`src/rtl/usr_ms_shift_reg.sv`:
```
// Master-slave universal shift register with saturating shift counter and drained flag.
// Define USR_ROTATE_EN to make rot=1 turn shifts into rotates.
module usr_ms_shift_reg #(
    parameter int               WIDTH   = 8,
    parameter logic [WIDTH-1:0] RST_VAL = {WIDTH{1'b0}},
    localparam int              CNT_W   = $clog2(WIDTH + 1)
) (
    input  logic             clk,
    input  logic             Re,
    input  logic             inz,
    input  logic             en,
    input  logic [1:0]       mode,
    input  logic             rot,
    input  logic             sin_r,
    input  logic             sin_l,
    input  logic [WIDTH-1:0] D,
    output logic [WIDTH-1:0] Q,
    output logic             sout_r,
    output logic             sout_l,
    output logic [CNT_W-1:0] shift_cnt,
    output logic             drained
);

    localparam logic [CNT_W-1:0] CNT_MAX = CNT_W'(WIDTH);

    logic [WIDTH-1:0] master_r;
    logic [CNT_W-1:0] cnt_shadow_r;
    logic [WIDTH-1:0] master_next_s;
    logic [CNT_W-1:0] cnt_next_s;
    logic [CNT_W-1:0] cnt_inc_s;
    logic             msb_in_s;
    logic             lsb_in_s;

`ifdef USR_ROTATE_EN
    // Serial fill bits: wrap the opposite end of Q when rotating
    always_comb begin
        msb_in_s = sin_r;
        lsb_in_s = sin_l;
        if (rot) begin
            msb_in_s = Q[0];
            lsb_in_s = Q[WIDTH-1];
        end else begin
        end
    end
`else
    logic unused_rot_s;
    assign msb_in_s     = sin_r;
    assign lsb_in_s     = sin_l;
    assign unused_rot_s = rot;
`endif

    assign cnt_inc_s = (shift_cnt == CNT_MAX) ? CNT_MAX : shift_cnt + CNT_W'(1);

    // Next master/counter value; holding re-copies Q, which always equals the committed master
    always_comb begin
        master_next_s = Q;
        cnt_next_s    = shift_cnt;
        if (en) begin
            case (mode)
                2'b01: begin
                    master_next_s = {msb_in_s, Q[WIDTH-1:1]};
                    cnt_next_s    = cnt_inc_s;
                end
                2'b10: begin
                    master_next_s = {Q[WIDTH-2:0], lsb_in_s};
                    cnt_next_s    = cnt_inc_s;
                end
                2'b11: begin
                    master_next_s = D;
                    cnt_next_s    = {CNT_W{1'b0}};
                end
                default: begin
                    master_next_s = Q;
                    cnt_next_s    = shift_cnt;
                end
            endcase
        end else begin
            master_next_s = Q;
            cnt_next_s    = shift_cnt;
        end
    end

    // Master stage and counter shadow capture on the rising edge
    always_ff @(posedge clk or posedge Re) begin
        if (Re) begin
            master_r     <= RST_VAL;
            cnt_shadow_r <= {CNT_W{1'b0}};
        end else begin
            master_r     <= master_next_s;
            cnt_shadow_r <= cnt_next_s;
        end
    end

    // Slave stage commits on the falling edge; inz overrides the pending master value
    always_ff @(negedge clk or posedge Re) begin
        if (Re) begin
            Q         <= RST_VAL;
            shift_cnt <= {CNT_W{1'b0}};
            drained   <= 1'b0;
        end else if (inz) begin
            Q         <= {WIDTH{1'b0}};
            shift_cnt <= {CNT_W{1'b0}};
            drained   <= 1'b0;
        end else begin
            Q         <= master_r;
            shift_cnt <= cnt_shadow_r;
            drained   <= (cnt_shadow_r == CNT_MAX);
        end
    end

    assign sout_r = Q[0];
    assign sout_l = Q[WIDTH-1];

endmodule

```
`config.mk`:
```
export PLATFORM = sky130hd
export DESIGN_NAME = usr_ms_shift_reg
export DESIGN_NICKNAME = d
export VERILOG_FILES = /design/src/rtl/usr_ms_shift_reg.sv
export SDC_FILE = /design/constraint.sdc
export NUM_CORES = 1
export LEC_CHECK = 0
export BUFFER_PORTS_ARGS = -buffer_cell sky130_fd_sc_hd__clkbuf_2
export CORE_MARGIN = 2
export CORE_UTILIZATION = 40
export CTS_CLUSTER_SIZE = 8
export DETAILED_ROUTE_END_ITERATION = 12
export PLACE_DENSITY = 0.69
export SYNTH_ARGS = -nofsm -noshare
export SYNTH_HDL_FRONTEND = slang
export SYNTH_SLANG_ARGS = --single-unit
export TNS_END_PERCENT = 30
```
`constraint.sdc`:
```
create_clock -name clk -period 2.36 [get_ports clk]
set_input_delay 0.708 -clock clk [delete_from_list [all_inputs] [get_ports clk]]
set_output_delay 0.708 -clock clk [all_outputs]
set_load 0.01 [all_outputs]
```
==> impl_results.md <==
* First-pass GRT wire length at 3774 um
* Cells along the critical path: buf_2
* Post-synth EDFFs at 0
* Clock-pin transition on the worst setup and hold timing paths at 0.13 ns
* Cell Area, Placed at 0.001374 mm2
* Final #Nets at 164
* Post-route design area at 0.001419 mm2
* DR pass1 iterations at 4
* Root buffer cell: clkbuf_4
* Total routed wirelength at 2274 um
* Status: finished with violations
* Seq/Total Area, Yosys at 55.68%
* Top-area cell type share of the netlist area at 28.95%
* Setup TNS at -6.004 ns
* DIE AREA at 0.003249 mm2
* Clk_lat worst skew at 0.32 ns
* Crit-path slowest cell: dfrtn_1
* Worst clock skew at 0.008515 ns
* Worst hold margin at ~0.38 ns
* Grt met1 use at between 20% and 30%
* Design Power at between 0.7 and 0.8 mW
* CTS Buf Count at 3
* Area grow syn2layout at 26.28%
* Pre-CTS WS at -0.1729 ns
* Max_slew headroom at 77.79%
* Crit path buf inv count at 1
* Most area-hungry cell type in the Yosys netlist: dfrtn_1
* Ant. Diodes at 0
* CTS tree: yes
* Overflow after GRT at 0
* Violated checks: setup timing
* Max Root-Sink Buffers at 2
* P_leak at around 0.76 nW
* WS Path Type: register to primary output
* Initial DRC Count at 46
* CP delay by family, top: flip-flops
* Wirelength per Cell at 13.30 um
* Setup crit start kind: register
* Placed Cells at between 150 and 200
* Non-filler instance count after layout at 171
* DP Wirelength at roughly 1700 um
* Initial antenna violation count at 0
* Vias in the first global route at 844
* Cells after Synth at 98
* Worst slew pin tran at 0.3332 ns
* Max Cap Violations at 0
* Max stage delay on crit path at 0.44 ns
* RSZ-0062 raised after global routing: yes
* Synth area leaders: dfrtn_1 29%, dfrtp_1 27%, a222oi_1 7.1%, ha_1 6.7%, nor2b_1 6.1%
* Final hold vios at 0
* I/O Pins at 32
* HP Class: primary input to async pin
* Synth top cells by count: 13 x dfrtn_1, 12 x dfrtp_1, 11 x nand2_1, 11 x nor2b_1
* Crit end category: primary output
* Worst vdd ir at 0.4164 mV
* Most common cell in the netlist: dfrtn_1
* #FFs+latches synth at 25
* Crit path required time at 1.65 ns
* GRT Overall Usage at 15.10%
* Pwr Density at 524.5 mW/mm2
* Most Crowded Layer GR: met2
* Post-route DRC at 0
* Buffers on Ports at 30
* Final setup violation count at 17
* Asr flop ratio synth at 100.0%
* H-tree levels at 1
* Largest net degree at the start of global routing at 26
* Rows at 19
* Synth Net Count at 121
* Gpl congestion at 0.8202
* Met3 Usage GRT at 3.175%
* Post-DR vias/cell at 5.117
* Chip width at 57 um
* Most used DFF post-synth: dfrtn_1
* Cell variety after synth at 23
* Worst setup margin at -0.4206 ns
* Ratio of cells with drive above 1 in the final layout at 37.14%
* Met2 GRT Util at 23.48%
* Crit path DAT at 2.07 ns
* Clk sink count at 25
* Max FO, Critical Path at 3
* Core Area at 0.002710 mm2
* Syn avg cell area at 11.47 um2
* Yosys warnings at 0
* Post-route ant nets at 0
* Initial Utilization at 41.46%
* Fin util at 52.35%
* Die height at 57 um
* Via count of the routed design at 875
* Slew Viols, Final at 0
* Synthesized area at 0.001124 mm2
[cell usage in the layout, fill, tap and decap left out]
cell type	count
buf_4	14
a222oi_1	8
buf_6	1
nor4b_1	1
buf_2	15
nand3_1	3
o21ai_1	11
inv_1	5
nor2b_1	11
o311ai_2	1
dfrtn_1	13
nand2b_1	1
clkbuf_1	1
and2b_2	1
o21ai_0	1
clkbuf_2	15
buf_12	1
nand4_1	1
ha_1	6
dfrtp_1	12
nand2_1	11
nand2b_4	1
and2b_1	2
clkbuf_4	3
o211ai_1	1
[power by group]
group          switching, mW  internal, mW
Clock                  0.122        0.0662
Combinational         0.0563        0.0491
Sequential           0.00554         0.445
[kinds of logic (layout without fill, tap and decap cells)]
logic type                 Yosys count  in the layout  synth area share, %
AOI/OAI and AO/OA                   22             22                14.59
buffers and inverters               13             55                6.680
adders and majority gates            6              6                6.681
and+or+nand+nor                     32             32                16.37
DFF                                 25             25                55.68
[registers in the layout, summed over array words and instances, names as in the netlist]
| register | flops |
|---|---|
| Q | 8 |
| cnt_shadow_r | 4 |
| drained | 1 |
| shift_cnt | 4 |
| master_r | 8 |
[routing by layer]
layer / share of wire [%] / vias to the layer above
met1: 47 / 412
met4: 3.0 / 0
met5: 0 / -
met2: 46 / 28
li1: - / 428
met3: 4.3 / 7
[final cells by class]
| cell class | count | area, um2 |
|---|---|---|
| flip-flops and latches | 25 | 625.6 |
| repair buffers | 46 | 286.5 |
| inverters | 5 | 18.77 |
| fillers | 265 | 1291 |
| clock buffers | 4 | 26.28 |
| well taps | 31 | 38.79 |
| multi-input cells | 60 | 422.9 |
[path summary, 6_finish.rpt]
| check | slack, ns | cells after the start | startpoint | to |
|---|---|---|---|---|
| max | -0.42 | 1 | Q[0] | Q[0] |
| min | 0.38 | 3 | Re | master_r[5] |
| max reg2reg | -0.05 | 7 | shift_cnt[0] | cnt_shadow_r[2] |
| min reg2reg | 1.54 | 1 | master_r[3] | Q[3] |
| max in group asynchronous | 0.73 | 3 | Re | Q[2] |
| min in group clk | 0.68 | 3 | D[7] | master_r[7] |
[what timing repair did]
item	CTS	global route
gates resized for setup	0	19
endpoints found under the setup margin	15	18
pin swaps	0	0
hold buffers	0	0
setup buffers	0	2
(Power assumes the default switching activity.)
